==> src/rtl/strobe_sequencer_if.sv <==
// strobe_sequencer_if: control, table-config and timer-side signals of the step sequencer
interface strobe_sequencer_if #(
  parameter int WIDTH  = 25,
  parameter int DEPTH  = 8,
  parameter int MASK_W = 8,
  parameter int AW     = $clog2(DEPTH)
);
  logic              start;
  logic              stop;
  logic              loop;
  logic              tick_en;
  logic              cfg_we;
  logic [AW-1:0]     cfg_addr;
  logic [WIDTH-1:0]  cfg_period;
  logic [MASK_W-1:0] cfg_mask;
  logic [AW:0]       cfg_len;
  logic              tmr_rst;
  logic              tmr_enable;
  logic [WIDTH-1:0]  tmr_reset_value;
  logic              tmr_strobe;
  logic              step_strobe;
  logic [AW-1:0]     step_idx;
  logic [MASK_W-1:0] out_mask;
  logic              busy;
  logic              done;
  logic              cfg_err;
  modport master (
    output start, stop, loop, tick_en, cfg_we, cfg_addr, cfg_period, cfg_mask, cfg_len, tmr_strobe,
    input  tmr_rst, tmr_enable, tmr_reset_value, step_strobe, step_idx, out_mask, busy, done, cfg_err
  );
  modport slave (
    input  start, stop, loop, tick_en, cfg_we, cfg_addr, cfg_period, cfg_mask, cfg_len, tmr_strobe,
    output tmr_rst, tmr_enable, tmr_reset_value, step_strobe, step_idx, out_mask, busy, done, cfg_err
  );
endinterface

==> src/rtl/strobe_sequencer.sv <==
// strobe_sequencer: walks a period/mask table, driving one shared counter_with_strobe per step
module strobe_sequencer #(
  parameter int WIDTH  = 25,
  parameter int DEPTH  = 8,
  parameter int MASK_W = 8,
  parameter int AW     = $clog2(DEPTH)
) (
  input logic clk,
  input logic rst,
  strobe_sequencer_if.slave bus
);
  localparam int LW = AW + 1;
  typedef enum logic [1:0] {IDLE, LOAD, RUN, DONE} state_t;
  state_t state, state_n;
  logic [WIDTH-1:0]  per [DEPTH];
  logic [MASK_W-1:0] msk [DEPTH];
  logic [AW:0]       len, len_w, len_eff;
  logic [AW-1:0]     idx, idx_n;
  logic [WIDTH-1:0]  rv;
  logic [MASK_W-1:0] mask_q;
  logic              ss, ss_n, dn, err, busy_c, wr, go, last;
  assign busy_c  = state == LOAD || state == RUN;
  assign wr      = bus.cfg_we && !busy_c;
  assign len_w   = bus.cfg_len > LW'(DEPTH) ? LW'(DEPTH) : bus.cfg_len;
  // a write landing with start in the same cycle is seen by that start
  assign len_eff = wr ? len_w : len;
  assign go      = bus.start && !busy_c && len_eff != '0 && !bus.stop;
  assign last    = {1'b0, idx} == len - LW'(1);
  always_ff @(posedge clk) begin
    if (wr) begin
      per[bus.cfg_addr] <= bus.cfg_period;
      msk[bus.cfg_addr] <= bus.cfg_mask;
    end
  end
  always_comb begin
    state_n = state;
    idx_n   = idx;
    ss_n    = 1'b0;
    case (state)
      IDLE, DONE: begin
        state_n = go ? LOAD : state;
        idx_n   = go ? '0 : idx;
      end
      LOAD: state_n = RUN;
      RUN: if (bus.tmr_strobe) begin
        ss_n    = 1'b1;
        state_n = last && !bus.loop ? DONE : LOAD;
        idx_n   = last ? (bus.loop ? '0 : idx) : idx + 1'b1;
      end
      default: state_n = IDLE;
    endcase
    if (bus.stop) begin
      state_n = IDLE;
      idx_n   = '0;
      ss_n    = 1'b0;
    end
  end
  always_ff @(posedge clk) begin
    if (rst) begin
      state  <= IDLE;
      idx    <= '0;
      len    <= '0;
      rv     <= WIDTH'(2);
      mask_q <= '0;
      ss     <= 1'b0;
      dn     <= 1'b0;
      err    <= 1'b0;
    end else begin
      state <= state_n;
      idx   <= idx_n;
      ss    <= ss_n;
      dn    <= state == DONE && ss && !bus.stop;
      err   <= (bus.cfg_we && busy_c) || (bus.start && !busy_c && len_eff == '0 && !bus.stop);
      if (wr) len <= len_w;
      if (bus.stop) mask_q <= '0;
      else if (state == LOAD) begin
        mask_q <= msk[idx];
        rv     <= per[idx] < WIDTH'(2) ? WIDTH'(2) : per[idx];
      end
    end
  end
  assign bus.tmr_rst         = rst || bus.stop || state != RUN;
  assign bus.tmr_enable      = state == RUN && bus.tick_en && !bus.stop && !rst;
  assign bus.tmr_reset_value = rv;
  assign bus.step_strobe     = ss;
  assign bus.step_idx        = idx;
  assign bus.out_mask        = mask_q;
  assign bus.busy            = busy_c;
  assign bus.done            = dn;
  assign bus.cfg_err         = err;
endmodule

==> src/flat_wrapper.sv <==
// flat-port wrapper written by rule: the top's interface ports become plain ports
module strobe_sequencer_flat 
#(
  parameter int WIDTH  = 25,
  parameter int DEPTH  = 8,
  parameter int MASK_W = 8,
  parameter int AW     = $clog2(DEPTH)
)
  (clk, rst, bus_start, bus_stop, bus_loop, bus_tick_en, bus_cfg_we, bus_cfg_addr, bus_cfg_period, bus_cfg_mask, bus_cfg_len, bus_tmr_strobe, bus_tmr_rst, bus_tmr_enable, bus_tmr_reset_value, bus_step_strobe, bus_step_idx, bus_out_mask, bus_busy, bus_done, bus_cfg_err);
  strobe_sequencer_if #(.WIDTH(WIDTH), .DEPTH(DEPTH), .MASK_W(MASK_W), .AW(AW)) bus_i ();
  input logic clk;
  input logic rst;
  input wire logic [$bits(bus_i.start)-1:0] bus_start;
  input wire logic [$bits(bus_i.stop)-1:0] bus_stop;
  input wire logic [$bits(bus_i.loop)-1:0] bus_loop;
  input wire logic [$bits(bus_i.tick_en)-1:0] bus_tick_en;
  input wire logic [$bits(bus_i.cfg_we)-1:0] bus_cfg_we;
  input wire logic [$bits(bus_i.cfg_addr)-1:0] bus_cfg_addr;
  input wire logic [$bits(bus_i.cfg_period)-1:0] bus_cfg_period;
  input wire logic [$bits(bus_i.cfg_mask)-1:0] bus_cfg_mask;
  input wire logic [$bits(bus_i.cfg_len)-1:0] bus_cfg_len;
  input wire logic [$bits(bus_i.tmr_strobe)-1:0] bus_tmr_strobe;
  output wire logic [$bits(bus_i.tmr_rst)-1:0] bus_tmr_rst;
  output wire logic [$bits(bus_i.tmr_enable)-1:0] bus_tmr_enable;
  output wire logic [$bits(bus_i.tmr_reset_value)-1:0] bus_tmr_reset_value;
  output wire logic [$bits(bus_i.step_strobe)-1:0] bus_step_strobe;
  output wire logic [$bits(bus_i.step_idx)-1:0] bus_step_idx;
  output wire logic [$bits(bus_i.out_mask)-1:0] bus_out_mask;
  output wire logic [$bits(bus_i.busy)-1:0] bus_busy;
  output wire logic [$bits(bus_i.done)-1:0] bus_done;
  output wire logic [$bits(bus_i.cfg_err)-1:0] bus_cfg_err;
  assign bus_i.start = bus_start;
  assign bus_i.stop = bus_stop;
  assign bus_i.loop = bus_loop;
  assign bus_i.tick_en = bus_tick_en;
  assign bus_i.cfg_we = bus_cfg_we;
  assign bus_i.cfg_addr = bus_cfg_addr;
  assign bus_i.cfg_period = bus_cfg_period;
  assign bus_i.cfg_mask = bus_cfg_mask;
  assign bus_i.cfg_len = bus_cfg_len;
  assign bus_i.tmr_strobe = bus_tmr_strobe;
  assign bus_tmr_rst = bus_i.tmr_rst;
  assign bus_tmr_enable = bus_i.tmr_enable;
  assign bus_tmr_reset_value = bus_i.tmr_reset_value;
  assign bus_step_strobe = bus_i.step_strobe;
  assign bus_step_idx = bus_i.step_idx;
  assign bus_out_mask = bus_i.out_mask;
  assign bus_busy = bus_i.busy;
  assign bus_done = bus_i.done;
  assign bus_cfg_err = bus_i.cfg_err;
  strobe_sequencer #(.WIDTH(WIDTH), .DEPTH(DEPTH), .MASK_W(MASK_W), .AW(AW)) u_core (.clk(clk), .rst(rst), .bus(bus_i));
endmodule
==> config.mk <==
export PLATFORM = sky130hd
export DESIGN_NAME = strobe_sequencer_flat
export DESIGN_NICKNAME = d
export VERILOG_FILES = /design/src/rtl/strobe_sequencer_if.sv /design/src/rtl/strobe_sequencer.sv /design/src/flat_wrapper.sv
export SDC_FILE = /design/constraint.sdc
export NUM_CORES = 1
export LEC_CHECK = 0
export CAP_MARGIN = 25
export CELL_PAD_IN_SITES_DETAIL_PLACEMENT = 1
export CELL_PAD_IN_SITES_GLOBAL_PLACEMENT = 2
export CORE_MARGIN = 2
export CORE_UTILIZATION = 44
export DETAILED_ROUTE_END_ITERATION = 12
export PLACE_DENSITY_LB_ADDON = 0.1
export SYNTH_ARGS = -nofsm -noshare
export SYNTH_HDL_FRONTEND = slang
export SYNTH_SLANG_ARGS = --single-unit
==> constraint.sdc <==
create_clock -name clk -period 6.6 [get_ports clk]
set_clock_uncertainty 0.05 [all_clocks]
set_input_delay 1.32 -clock clk [delete_from_list [all_inputs] [get_ports clk]]
set_output_delay 1.32 -clock clk [all_outputs]
set_load 0.1 [all_outputs]
# Word level (Yosys, flattened, before mapping)
# Memories as Yosys holds them, arrays and structs flattened. A register that Yosys moved wholly into a read port is not among the register bits.
# Cells that the tools add are included.
[totals] regBits=37 out_inout_bits=42 ram_bits=264 inputBits=48 n_memories=2
[memory_table] memory="u_core.per" depth=8 width=25 rd=1 rd_ports_with_merged_regs=1 wr=1 line_no="strobe_sequencer.sv:15" rtl="logic [WIDTH-1:0] per [DEPTH];"
[memory_table] memory="u_core.msk" depth=8 width=8 rd=1 rd_ports_with_merged_regs=1 wr=1 line_no="strobe_sequencer.sv:16" rtl="logic [MASK_W-1:0] msk [DEPTH];"
[op_classes] eq_ne=8 n_addsub=2 muxes=17 bitwise=2 order_cmp=2 reduce_logical=31
[ops] cell="$lt 25x2->1 const B" count=1
[ops] cell="$mux 25" count=1
[ops] cell="$mux 3" count=6
[ops] cell="$logic_and 1x1->1" count=13
[ops] cell="$mux 4" count=2
[ops] cell="$mux 2" count=3
[ops] cell="$pmux 2 s3" count=1
[ops] cell="$pmux 3 s2" count=1
[ops] cell="$eq 2x2->1 const B" count=2
[ops] cell="$eq 3x4->1" count=1
[ops] cell="$gt 4x4->1 const B" count=1
[ops] cell="$logic_not 1->1" count=4
[ops] cell="$logic_not 4->1" count=1
[ops] cell="$logic_or 1x1->1" count=4
[ops] cell="$ne 2x2->1 const B" count=2
[ops] cell="$reduce_and 2->1" count=2
[ops] cell="$reduce_and 4->1" count=1
[ops] cell="$reduce_bool 4->1" count=1
[ops] cell="$reduce_or 2->1" count=2
[ops] cell="$sub 4x1->4 const B" count=1
[ops] cell="$add 3x1->3 const B" count=1
[ops] cell="$mux 1" count=3
[ops] cell="$ne 3x3->1 const B" count=1
[ops] cell="$reduce_or 3->1" count=1
[ops] cell="other kinds (5)" count=6

# Logic depth before layout (Yosys ltp)
# Gate-level depths: netlist of run 1.
[logic_depth] ltp_word=12 mapped_depth=9

# Worst setup path before layout of run 1
# OpenSTA, ideal clock, no wires.
[synth_timing] path_kind="input to register" start="in bus_cfg_we" end="mem u_core.msk[0][0] (enable)" path_buffers=1 required_ns=6.041 path_slack_ns=1.308 cell_stages=3 t_arrival_ns=4.733 setup_time_ns=0.509 path_cell_list="nand2_1 -> clkbuf_1 -> nor4_1"
[synth_via] elab_chain_cells=3
[synth_rtl] item="from (decl)" line_no="flat_wrapper.sv:17" rtl="input wire logic [$bits(bus_i.cfg_we)-1:0] bus_cfg_we;"
[synth_rtl] item="$logic_and 1x1->1" line_no="strobe_sequencer.sv:23" rtl="assign wr = bus.cfg_we && !busy_c;"
[synth_rtl] item="$mux 1" line_no="strobe_sequencer.sv:30" rtl="if (wr) begin"
[synth_rtl] item="$mux 1 (implied by the code)" line_no="strobe_sequencer.sv:32" rtl="msk[bus.cfg_addr] <= bus.cfg_mask;"
[synth_rtl] item="to (decl)" line_no="strobe_sequencer.sv:16"
# Every way passes these cells.

# Worst setup path in the final report of run 1
[layout_timing] start="in rst" end="out bus_tmr_enable"
[layout_via] elab_chain_cells=2
[layout_rtl] item="from (decl)" line_no="flat_wrapper.sv:12" rtl="input logic rst;"
[layout_rtl] item="$logic_not 1->1" line_no="strobe_sequencer.sv:83" rtl="assign bus.tmr_enable = state == RUN && bus.tick_en && !bus.stop && !rst;"
[layout_rtl] item="$logic_and 1x1->1" line_no="strobe_sequencer.sv:83"
[layout_rtl] item="to (decl)" line_no="flat_wrapper.sv:24" rtl="output wire logic [$bits(bus_i.tmr_enable)-1:0] bus_tmr_enable;"
# Every way passes these cells.

==> results of run 1 <==
## power by group through the flow
stage               sequential (µW)  combinational, µW  clock, µW
CTS                            2190                187       1900
detailed placement             2230                186          0
finish                         2190                185       1850
global route                   2190                199       1970
global placement               2230                179          0
floorplan                      2270               55.1          0
## state kept, by name (all words and copies together), names as in the netlist, named ones only
register                    count
u_core.bus.done                 1
u_core.bus.out_mask             8
u_core.state                    2
u_core.bus.tmr_reset_value     25
u_core.bus.cfg_err              1
u_core.bus.step_strobe          1
u_core.per                    200
u_core.msk                     64
u_core.len                      4
u_core.bus.step_idx             3
## tightest hold or removal path, cell delays in order, from the launching register on
cell	delay, ps
dfxtp_1	310
nor2_1	80
a211oi_1	50
## per-layer routing
metal / wire [µm] / up-vias / global-route usage, %
met4: 639 / 0 / 5.88
met1: 11500 / 3324 / 25.0
met2: 13600 / 135 / 33.5
li1: - / 2868 / -
met5: 0 / - / 0
met3: 894 / 50 / 2.75
## layout make-up
type | instances | area, µm² | share of cell area, %
flip-flops and latches | 312 | 8890 | 62.0
repair buffers | 106 | 1070 | 7.48
multi-input cells | 306 | 2810 | 19.6
inverters | 8 | 30.0 | 0.209
clock inverters | 16 | 128 | 0.889
well taps | 341 | 427 | 2.97
clock buffers | 48 | 986 | 6.87
## kinds of logic after synthesis
logic type,count (synthesis),share of synthesized area [%]
xor gates and xnor gates,2,0.264
adders and majority gates,5,0.528
buffers and inverters,44,1.80
muxes,100,12.9
AOI/OAI and AO/OA,104,5.70
and+or+nand+nor,95,3.88
DFF,312,75.0
## cell usage in the layout (no fill, tap or decap), types with 7 or more instances in the layout
cell type          n
a211oi_1          34
buf_4             16
mux2i_1           58
clkbuf_1           8
nand2_1           14
dfxtp_1           47
mux4_2            42
clkinv_2           7
nor2_1            39
clkbuf_16         36
a21oi_1           29
clkdlybuf4s50_1   87
o22ai_1           25
nor3b_1            7
edfxtp_1         264
## metrics by stage
step           hold WS [ps]  power, µW
6_report                439       4230
5_1_grt                 461       4360
4_1_cts                 442       4280
3_5_place_dp            434       2420
3_3_place_gp            426       2410
2_1_floorplan           415       2330
## worst max-delay path by stage
stage,from,endpoint,slack [ps],cells past startpoint
after floorplan,bus_cfg_we,u_core.msk[0][0]$_DFFE_PP_,1310,3
after global placement,rst,bus_tmr_enable,2410,5
after detailed placement,rst,bus_tmr_enable,2340,5
after CTS,rst,bus_tmr_enable,2330,5
after global routing,rst,bus_tmr_enable,2260,5
final,rst,bus_tmr_enable,2350,5
==> results.md, run 1 <==
- Status: complete, no violations
- Total GRT Usage: 19.1%
- Normalized max-slew margin: 34.1%
- Setup TNS: 0 ps
- LEAKAGE: 0.00444 µW
- Hold path endpoint: u_core.bus.out_mask[1]$_SDFFE_PP0N_
- Crit. End Element: output pin
- Nets: 822
- Switching pwr: 896 µW
- Row count: 60
- Place WS: 2340 ps
- Post-synth top cells: edfxtp_1 (264), mux2i_1 (58), dfxtp_1 (48)
- Post_cts resized: 0
- Number of diodes: 0
- Most numerous cell in the Yosys netlist: edfxtp_1
- Synth Net Count: 715
- CTS H-Tree Depth: 2
- Initial Utilization: 44.4%
- Syn avg cell area: 17.9 µm²
- Tightest Pin Transition: 985 ps
- CTS Root Cell: clkbuf_16
- Pwr dens: 295 nW/µm²
- Final worst slack: 2350 ps
- Worst-path cell chain: clkdlybuf4s50_1 > buf_4 > nor2_1 > and3_1 > buf_4
- Peak VDD IR: 226 µV
- FF+latch count, synth: 312
- # setup viols final: 0
- Core region area: 26,700 µm²
- Post-CTS setup buffers: 0
- Post-synth EDFFs: 264
- DPL Wire Length: 15,300 µm
- Synth async-reset ratio: 0%
- Yosys warns: 0
- Slowest stage delay, CP: 400 ps
- FMAX: 0.235 GHz
- Startpoint type of the worst setup path: input pin
- Hold-fix buffer count after cts: 0
- WHS Path Cells: 2
- Drt drc: 0
- Sequential share of the synthesized area: 75.0%
- Antenna-violating nets left: 0
- Sw Share: 21.2%
- TritonCTS clock tree: yes
- Max-slew violation count: 0
- Most used DFF post-synth: edfxtp_1
- CP max stage cell: clkdlybuf4s50_1
- Die area: 28,300 µm²
- Comb pwr share: 4.4%
- Clk buf depth: 3
- Unique cell type count in the Yosys netlist: 42
- Area grow syn2layout: 21.0%
- Layout cells sized above 1: 16.1%
- Hold_sp: u_core.bus.out_mask[1]$_SDFFE_PP0N_
- Worst flop-to-flop path endpoint: u_core.bus.tmr_reset_value[0]$_SDFFE_PP0P_
- RSZ-0062 raised after global routing: false
- Fin crit share: 64.4%
- Clock Sinks: 312
- Hold WC Path Type: reg -> reg
- WP data required: 5230 ps
- Setup CP Type: in -> out
- Initial DRC Count: 350
- Int Pwr: 3330 µW
- Layout Cells excl Fill: 1,137
- Post-Route Utilization: 53.7%
- DIE WIDTH: 168 µm
- I/O Pins: 90
- Clock share of power: 43.8%
- Synth top area cells: edfxtp_1 (67%), dfxtp_1 (8.1%), mux4_2 (8.0%), mux2i_1 (4.9%), a211oi_1 (2.2%)
- Worst-Skew Late Latency: 520 ps
- Number of CTS-inserted buffers: 35
- Crit path DAT: 2880 ps
- Drt wl/cell: 23.4 µm
- Worst reg2reg path depth: 6
- Final wirelength: 26,600 µm
- Cell taking the most area after synthesis: edfxtp_1
- Vias/cell: 5.61
- Buffers on Ports: 89
- Initial antenna violation count: 0
- Slack of the worst reg-to-reg path: 3130 ps
- Initial DRT Pass Iterations: 4
- CP Max Fanout: 34
- Register share of total power: 51.9%
- Routability cong.: 0.703
- Placed Instance Area: 13,200 µm²
- Cells after synthesis: 662
- Vias in the first global route: 6,888
- Mapped Area: 11,900 µm²
- Die H: 168 µm
- Synth top area share: 66.8%
- GRT overflow: 0
- Most frequent CP cell: buf_4
- Dpl cells: 1,071
- Final Hold Vio Count: 0
- Final Cell Area: 14,300 µm²
- Fin crit period: 4250 ps
- Number of fill cells: 2,438
- Vias: 6,377
- First-pass GRT wire length: 40,800 µm
- Top delay family on crit path: buffers and inverters
- Largest net degree at the start of global routing: 49
- CP Buf/Inv Count: 3
- Max-capacitance violation count: 0
- Clk slew on worst S/H paths: 60 ps
Power figures use the tool's default switching activity.
==> run 2, diff against run 1 <==
--- a/config.mk
+++ b/config.mk
@@ -9,7 +9,7 @@
 export CELL_PAD_IN_SITES_DETAIL_PLACEMENT = 1
 export CELL_PAD_IN_SITES_GLOBAL_PLACEMENT = 2
 export CORE_MARGIN = 2
-export CORE_UTILIZATION = 44
+export CORE_UTILIZATION = 40
 export DETAILED_ROUTE_END_ITERATION = 12
 export PLACE_DENSITY_LB_ADDON = 0.1
 export SYNTH_ARGS = -nofsm -noshare
==> constraint.sdc (replaced) <==
create_clock -name clk -period 3.6 [get_ports clk]
set_clock_uncertainty 0.05 [all_clocks]
set_input_delay 0.72 -clock clk [delete_from_list [all_inputs] [get_ports clk]]
set_output_delay 0.72 -clock clk [all_outputs]
set_load 0.1 [all_outputs]
==> run 2 against run 1 <==
  * Register-to-register slack got worse by 2400 ps
  * First-iteration DRC count rose by 14%
  * Clock-buffer cell count unchanged
  * Global-route usage is essentially flat
  * Core utilization is 3.8 points lower
  * Clock power rose by 96%
  * Die area up 9.8%
  * Sequential cell count unchanged
  * Sequential power is 84% higher
  * Critical path depth is 1 lower
  * Critical path type unchanged
  * Highest routed layer unchanged
==> results.md, run 2 (same netlist as run 1, synthesis figures left out) <==
- Status: complete, no violations
- # setup viols final: 0
- Die area: 31,000 µm²
- Max-slew violation count: 0
- Final Cell Area: 14,700 µm²
- Setup CP Type: in -> out
- Vias: 6,412
- Initial Utilization: 40.3%
- Fin crit share: 80.9%
- Drt drc: 0
- Number of CTS-inserted buffers: 35
- Clk buf depth: 3
- CP Max Fanout: 7
- Hold-fix buffer count after cts: 0
- CTS Root Cell: clkbuf_16
- Hold WS: 436 ps
- First-pass GRT wire length: 44,000 µm
- Clk slew on worst S/H paths: 60 ps
- Layout cells sized above 1: 18.3%
- Total GRT Usage: 19.1%
- Crit path DAT: 2140 ps
- DIE WIDTH: 176 µm
- FMAX: 0.343 GHz
- Vias in the first global route: 7,081
- TritonCTS clock tree: yes
- DPL Wire Length: 17,000 µm
- LEAKAGE: 0.00458 µW
- Initial antenna violation count: 1
- Placed Instance Area: 13,500 µm²
- WP data required: 2830 ps
- Vias/cell: 5.34
- Layout Cells excl Fill: 1,201
- Most frequent cells in the layout: edfxtp_1 (264), clkdlybuf4s50_1 (80), mux2i_1 (58)
- Final wirelength: 28,800 µm
- Post-Route Utilization: 49.9%
- Number of flip-flops in the largest register: 200
- Initial DRT Pass Iterations: 4
- Core region area: 29,400 µm²
- RSZ-0062 raised after global routing: false
- Drt wl/cell: 23.9 µm
- Area grow syn2layout: 23.7%
- Antenna-violating nets left: 0
- Max-capacitance violation count: 0
- Buffers on Ports: 89
- GRT overflow: 0
- Initial DRC Count: 399
- Top reg by flops: u_core.per
- Tightest Pin Transition: 1000 ps
- Final Hold Vio Count: 0
- Fin crit period: 2910 ps
- Row count: 63
- Clock Sinks: 312
- Hold WC Path Type: reg -> reg
- Most common cell after layout, fill and taps aside: edfxtp_1
- Nets: 836
- Startpoint type of the worst setup path: input pin
- I/O Pins: 90
- Pwr dens: 545 nW/µm²
- Worst-Skew Late Latency: 500 ps
- Post_cts resized: 0
- Normalized max-slew margin: 33.0%
- Routability cong.: 0.756
- Setup TNS: 0 ps
- Largest net degree at the start of global routing: 49
- Peak VDD IR: 382 µV
- Post-CTS setup buffers: 0
- Die H: 176 µm
- Crit. End Element: output pin
- CTS H-Tree Depth: 2
- Dpl cells: 1,136
[run 2: cell types whose count changed in the layout (fill, tap and decap cells not counted), sizes merged]
cell / previous run / this run
clkdlybuf4s50: 87 / 80
buf: 19 / 40
clkinvlp: 4 / 2
clkinv: 11 / 9
bufinv: 1 / 4
diode: 0 / 2
[run 2: worst paths after layout]
path	to	slack [ps]	startpoint	cells past startpoint
max	bus_tmr_enable	690	bus_stop	4
min	u_core.bus.out_mask[0]$_SDFFE_PP0N_	440	u_core.bus.out_mask[0]$_SDFFE_PP0N_	2
max reg2reg	u_core.bus.tmr_reset_value[0]$_SDFFE_PP0P_	710	register	7
min reg2reg	u_core.bus.out_mask[0]$_SDFFE_PP0N_	440	u_core.bus.out_mask[0]$_SDFFE_PP0N_	2
[run 2: power by group]
part           internal (µW)  total, µW  switching (µW)
Clock                   2230       3620            1390
Combinational            115        357             242
Sequential              3990       4020            22.9
[run 2: per-layer routing]
metal  wire length, µm  GRT usage, %
met5                 0             0
met4               585          4.79
met3              1360          3.34
met2             14300          33.0
met1             12500          25.2
[run 2: final cells by class]
class                   instances  area (µm²)
fillers                      2729       14700
flip-flops and latches        312        8890
multi-input cells             306        2830
repair buffers                120        1240
clock buffers                  48         997
well taps                     390         488
clock inverters                15         185
inverters                       8        30.0
diodes                          2        5.00
[run 2: worst max-delay path, cell delays in order]
cell             delay, ps
clkdlybuf4s50_1        510
nor2_1                 440
and3_1                 280
buf_12                 190
[run 2: stage by stage]
stage          power (µW)  worst slack, ps
5_1_grt              8240              517
4_1_cts              8090              690
2_1_floorplan        4270             -250
3_3_place_gp         4440              562
6_report             8000              687
3_5_place_dp         4450              378
